## config.mk

```make
export PLATFORM = sky130hd
export DESIGN_NAME = processor_trace_buffer
export DESIGN_NICKNAME = d
export VERILOG_FILES = /design/src/rtl/processor_trace_buffer.sv
export SDC_FILE = /design/constraint.sdc
export NUM_CORES = 2
export LEC_CHECK = 0
export CORE_ASPECT_RATIO = 0.5
export CORE_MARGIN = 8
export CORE_UTILIZATION = 65
export CTS_CLUSTER_DIAMETER = 30
export DETAILED_ROUTE_END_ITERATION = 16
export GPL_TIMING_DRIVEN = 0
export PLACE_DENSITY_LB_ADDON = 0.12
export REMOVE_ABC_BUFFERS = 1
export SLEW_MARGIN = 20
export SYNTH_ARGS = -nofsm -noshare
export SYNTH_HDL_FRONTEND = slang
export SYNTH_SLANG_ARGS = --single-unit
export TNS_END_PERCENT = 5
```

## constraint.sdc

```tcl
create_clock -name clk -period 13.85 [get_ports clk]
set_input_delay 1.385 -clock clk [delete_from_list [all_inputs] [get_ports clk]]
set_output_delay 1.385 -clock clk [all_outputs]
set_load 0.005 [all_outputs]
```

## src/rtl/processor_trace_buffer.sv

```systemverilog
// rtl/processor_trace_buffer.sv - circular execution trace buffer for the single-cycle ARM core
// Records PC/Instr/ALUResult/WriteData/MemWrite per qualified cycle; indexed readout, oldest entry first.
module processor_trace_buffer #(
  parameter int DATA_W = 32,
  parameter int DEPTH  = 16,
  parameter int ADDR_W = $clog2(DEPTH)
) (
  input  logic              clk,
  input  logic              reset,
  input  logic              arm,
  input  logic              stop,
  input  logic [1:0]        mode,
  input  logic              trig_sel,
  input  logic [DATA_W-1:0] trig_value,
  input  logic [ADDR_W:0]   post_count,
  input  logic              cap_en,
  input  logic [DATA_W-1:0] PC,
  input  logic [DATA_W-1:0] Instr,
  input  logic [DATA_W-1:0] ALUResult,
  input  logic [DATA_W-1:0] WriteData,
  input  logic              MemWrite,
  input  logic              rd_en,
  input  logic [ADDR_W-1:0] rd_idx,
  output logic [DATA_W-1:0] rd_pc,
  output logic [DATA_W-1:0] rd_instr,
  output logic [DATA_W-1:0] rd_alu,
  output logic [DATA_W-1:0] rd_wdata,
  output logic              rd_memwrite,
  output logic              rd_valid,
  output logic              busy,
  output logic              triggered,
  output logic              done,
  output logic [ADDR_W:0]   entries
);

  localparam int REC_W = 4 * DATA_W + 1;
  localparam logic [ADDR_W:0] FULL = (ADDR_W + 1)'(DEPTH);
  localparam logic [ADDR_W:0] LAST = (ADDR_W + 1)'(DEPTH - 1);
  localparam logic [ADDR_W:0] ONE  = (ADDR_W + 1)'(1);

  typedef enum logic [1:0] {S_IDLE, S_ARMED, S_CAPTURE, S_DONE} state_t;

  state_t              state, state_next;
  logic [1:0]          mode_q;
  logic                trig_sel_q;
  logic [DATA_W-1:0]   trig_value_q;
  logic [ADDR_W:0]     post_q;
  logic [ADDR_W:0]     post_left;
  logic [ADDR_W-1:0]   wr_ptr;
  logic [ADDR_W:0]     entries_q;
  logic                triggered_q;
  logic [REC_W-1:0]    mem [DEPTH];
  logic [REC_W-1:0]    rd_data;
  logic                rd_valid_q;
  logic                match;
  logic                wr_en;
  logic                trig_hit;
  logic [ADDR_W-1:0]   rd_phys;
  logic                rd_in_range;

  assign match = trig_sel_q ? (Instr == trig_value_q) : (PC == trig_value_q);

  always_comb begin
    state_next = state;
    wr_en      = 1'b0;
    trig_hit   = 1'b0;
    case (state)
      S_ARMED: begin
        if (cap_en) begin
          // mode 10 keeps a rolling pre-trigger history; mode 01 writes only from the trigger on
          if (mode_q == 2'b10) wr_en = 1'b1;
          if (match) begin
            trig_hit = 1'b1;
            wr_en    = 1'b1;
            if (mode_q == 2'b10 && post_q == '0) state_next = S_DONE;
            else                                  state_next = S_CAPTURE;
          end
        end
      end
      S_CAPTURE: begin
        wr_en = cap_en;
        case (mode_q)
          2'b01:   if (cap_en && entries_q == LAST) state_next = S_DONE;
          2'b10:   if (cap_en && post_left == ONE)  state_next = S_DONE;
          default: if (stop) state_next = S_DONE;
        endcase
      end
      default: ;
    endcase
    if (arm) begin
      wr_en      = 1'b0;
      trig_hit   = 1'b0;
      state_next = (mode == 2'b01 || mode == 2'b10) ? S_ARMED : S_CAPTURE;
    end
  end

  always_ff @(posedge clk) begin
    if (reset) begin
      state        <= S_IDLE;
      mode_q       <= 2'b00;
      trig_sel_q   <= 1'b0;
      trig_value_q <= '0;
      post_q       <= '0;
      post_left    <= '0;
      wr_ptr       <= '0;
      entries_q    <= '0;
      triggered_q  <= 1'b0;
    end else begin
      state <= state_next;
      if (arm) begin
        mode_q       <= (mode == 2'b11) ? 2'b00 : mode;
        trig_sel_q   <= trig_sel;
        trig_value_q <= trig_value;
        post_q       <= (post_count > LAST) ? LAST : post_count;
        post_left    <= '0;
        wr_ptr       <= '0;
        entries_q    <= '0;
        triggered_q  <= 1'b0;
      end else begin
        if (wr_en) begin
          wr_ptr <= wr_ptr + ADDR_W'(1);
          if (entries_q != FULL) entries_q <= entries_q + ONE;
        end
        if (trig_hit) begin
          triggered_q <= 1'b1;
          post_left   <= post_q;
        end else if (wr_en && state == S_CAPTURE && post_left != '0) begin
          post_left <= post_left - ONE;
        end
      end
    end
  end

  always_ff @(posedge clk) begin
    if (!reset && wr_en) mem[wr_ptr] <= {PC, Instr, ALUResult, WriteData, MemWrite};
  end

  // Oldest entry sits entries_q slots behind the write pointer; a full buffer wraps to wr_ptr itself.
  assign rd_phys     = wr_ptr - entries_q[ADDR_W-1:0] + rd_idx;
  assign rd_in_range = {1'b0, rd_idx} < entries_q;

  always_ff @(posedge clk) begin
    if (reset) begin
      rd_data    <= '0;
      rd_valid_q <= 1'b0;
    end else begin
      rd_valid_q <= rd_en;
      if (rd_en) rd_data <= rd_in_range ? mem[rd_phys] : '0;
    end
  end

  assign rd_pc       = rd_data[REC_W-1 -: DATA_W];
  assign rd_instr    = rd_data[3*DATA_W -: DATA_W];
  assign rd_alu      = rd_data[2*DATA_W -: DATA_W];
  assign rd_wdata    = rd_data[DATA_W -: DATA_W];
  assign rd_memwrite = rd_data[0];
  assign rd_valid    = rd_valid_q;
  assign busy        = (state == S_ARMED) || (state == S_CAPTURE);
  assign done        = (state == S_DONE);
  assign triggered   = triggered_q;
  assign entries     = entries_q;

endmodule

```

==> results.md <==
* Synthesized instance count at 4243
* Final Cell Area at 101900 um2
* Final Hold Vio Count at 0
* Num CTS Buffers at 213
* Vias/cell at 6.655
* Max-slew violations at 0
* Htree depth at 4
* Total wire length at 207400 um
* R2R Path End: mem[11][63]
* CTS Buffer Depth at 3
* Clk pin slew, worst setup/hold paths at 0.06 ns
* IO Pins at 317
* Die X at 531.6 um
* Least-Margin Pin Slew at 1.011 ns
* MaxCap Viol Count at 0
* Area grow syn2layout at 18.01%
* Number of routed nets with antenna violations at 0
* Seq cells post-synth at 2251
* Count leader, synth: edfxtp_1
* First-pass iteration count of the detailed router at 6
* GP Congestion at 0.7419
* Yosys top cell by area: edfxtp_1
* Initial antenna violation count at 22
* Largest net degree at the start of global routing at 68
* VDD IR max at 0.1263 mV
* Initial Util at 0.6558
* First-pass GRT wire length at 303200 um
* Core ar. at 131700 um2
* Area occupied by multi-input gates at 19700 um2
* Synthesis Warnings at 0
* Post-synthesis sequential area ratio at 0.7608
* Number of global-route vias before repair at 46.40k
* Most instantiated cells after synthesis: edfxtp_1, mux4_2, a21oi_1
* Share of cells above drive strength 1 at 0.2204
* Met1 Use GR at 0.4010
* Via Count at 44.36k
* Fmax at 152.7 MHz
* Seq. cell area at 65730 um2
* Final #Nets at 4889
* Reg2reg setup slack at 7.93 ns
* Worst EP required at 14.34 ns
* Postcts setup bufs at 0
* Placed cell count at 6246
* RSZ-0062 raised after global routing: false
* Hpwl dp at 116700 um
* P_leak at 0.03270 uW
* Worst Hold Launch: post_q[1]
* CTS Root Cell: clkbuf_16
* Crit share post-route at 0.4729
* Post-layout min period at 6.549 ns
* Mapped Area at 86390 um2
* TritonCTS clock tree: yes
* Worst hold path type: reg2reg
* Global route overflow at 0
* Fillers at 6654
* Power, Total at 14770 uW
* PwrDens at 144.9 nW/um2
* Slew headroom at 0.3195
* Type of the worst setup path: in2reg
* Post-synth cell types at 43
* Final cell count without fillers at 6665
* Die height at 273.8 um
* CP max FO at 31
* CTS hold repair buffers at 0
* DRC violations left at 0
* Worst reg2reg startpoint: trig_sel_q
* Async SR Flop Fraction at 0
* Post-synth top area share at 0.7175
* I/O Buffers at 316
* Final Setup Violations at 0
* Met2 GRT Util at 0.4531
* Synth area leaders: edfxtp_1, mux4_2, dfxtp_1
* EDFF count, synth at 2064
* Cells on worst reg2reg path at 11
* Worst EP arrival at 7.04 ns
* DR WL/cell at 31.12 um
* Outcome: completed
* Die ar. at 145500 um2
* Met3 Use GR at 0.05711
* Hold depth at 2
* Number of gates resized after CTS at 0
* Syn Area/Cell at 20.36 um2
* Worst-Skew Late Latency at 0.83 ns
* DP Area at 94490 um2
* Row cnt at 94
* GRT Total Usage at 0.2833
* Most used routing layer: met2
* Critical path launch point type: input port
* Final Skew at 0.02737 ns
* Ys flop type: edfxtp_1
* WHS Endpoint: post_left[1]
* First-iteration detailed-routing DRC count at 5648
* Clk sinks at 2251
* Critical Path Sink Type: flop
## registers in the layout, indices dropped and copies added, names as in the netlist
name and count:
mem 2064, rd_data 129, trig_value_q 32, entries 5, post_left 5, post_q 5
wr_ptr 4, mode_q 2, state 2, rd_valid 1, trig_sel_q 1, triggered 1
## cell usage in the layout, fill, tap and decap left out, types with 22 or more instances in the layout
| cell | Yosys | layout |
|---|---|---|
| a21oi_1 | 269 | 269 |
| mux4_2 | 516 | 516 |
| a211oi_1 | 129 | 129 |
| buf_16 | 0 | 89 |
| inv_1 | 24 | 24 |
| nor2_1 | 188 | 188 |
| edfxtp_1 | 2064 | 2064 |
| inv_6 | 0 | 38 |
| clkinvlp_4 | 0 | 28 |
| clkbuf_16 | 0 | 218 |
| buf_12 | 0 | 41 |
| nor2b_1 | 260 | 260 |
| bufinv_16 | 0 | 22 |
| xnor2_1 | 38 | 37 |
| clkdlybuf4s50_1 | 0 | 313 |
| mux2i_1 | 203 | 203 |
| dfxtp_1 | 187 | 186 |
## layer usage
layer / vias up / part of all wire
met1: 23220 / 0.39
li1: 18250 / -
met2: 2512 / 0.49
met4: 14 / 0.027
met3: 366 / 0.097
met5: - / 0.00042
## metrics by stage
stage	worst slack (ns)	util	TNS, ns	hold slack (ns)
2_1_floorplan	-9.002	-	-1161.29	0.4449
3_3_place_gp	-23.27	0.6890	-	0.4656
3_5_place_dp	6.634	0.7173	0	0.4756
4_1_cts	7.488	0.7736	0	0.4840
5_1_grt	6.980	0.7739	0	0.5196
6_report	7.301	0.7739	0	0.4893
## cell type report
class | instances | share of cell area
Tap cell | 1776 | 0.02180
Sequential cell | 2251 | 0.6447
Clock inverter | 157 | 0.01701
Antenna cell | 12 | 0.0002946
Timing Repair Buffer | 471 | 0.06624
Inverter | 24 | 0.0008837
Clock buffer | 250 | 0.05577
Multi-Input combinational cell | 1724 | 0.1933
## cells by family (layout without fill, tap and decap cells)
family          Yosys count  count (layout)  share of synthesized area
compound gates          422             422                    0.02876
other cells               0              12                          0
xor+xnor                 40              40                   0.004055
flops                  2251            2251                     0.7608
fa+ha+maj                25              25                   0.003882
simple gates            518             518                    0.03170
mux                     719             719                     0.1580
buf+inv                 268             902                    0.01275
## worst max-delay path: stages
cell and delay, ns:
clkdlybuf4s50_1 0.81, mux2i_1 0.18, xnor2_1 0.28, nor4_1 0.91, nand4_1 0.83, o21a_1 0.51, nor2_4 0.42, and3_4 0.72
buf_16 0.33, buf_12 0.27, buf_16 0.26
## report_power, final
| part | internal (uW) | total, uW | switching [uW] |
|---|---|---|---|
| Combinational | 559 | 1190 | 633 |
| Sequential | 7440 | 7460 | 25.4 |
| Clock | 3420 | 6120 | 2700 |
## worst max path at each step
stage / startpoint / endpoint
4_1_cts: Instr[2] / mem[10][39]
2_1_floorplan: rd_idx[0] / rd_data[0]
3_3_place_gp: rd_idx[2] / rd_data[48]
3_5_place_dp: PC[2] / mem[11][57]
5_1_grt: Instr[2] / mem[10][39]
6_report: Instr[2] / mem[11][63]
Power figures use the tool's default switching activity.
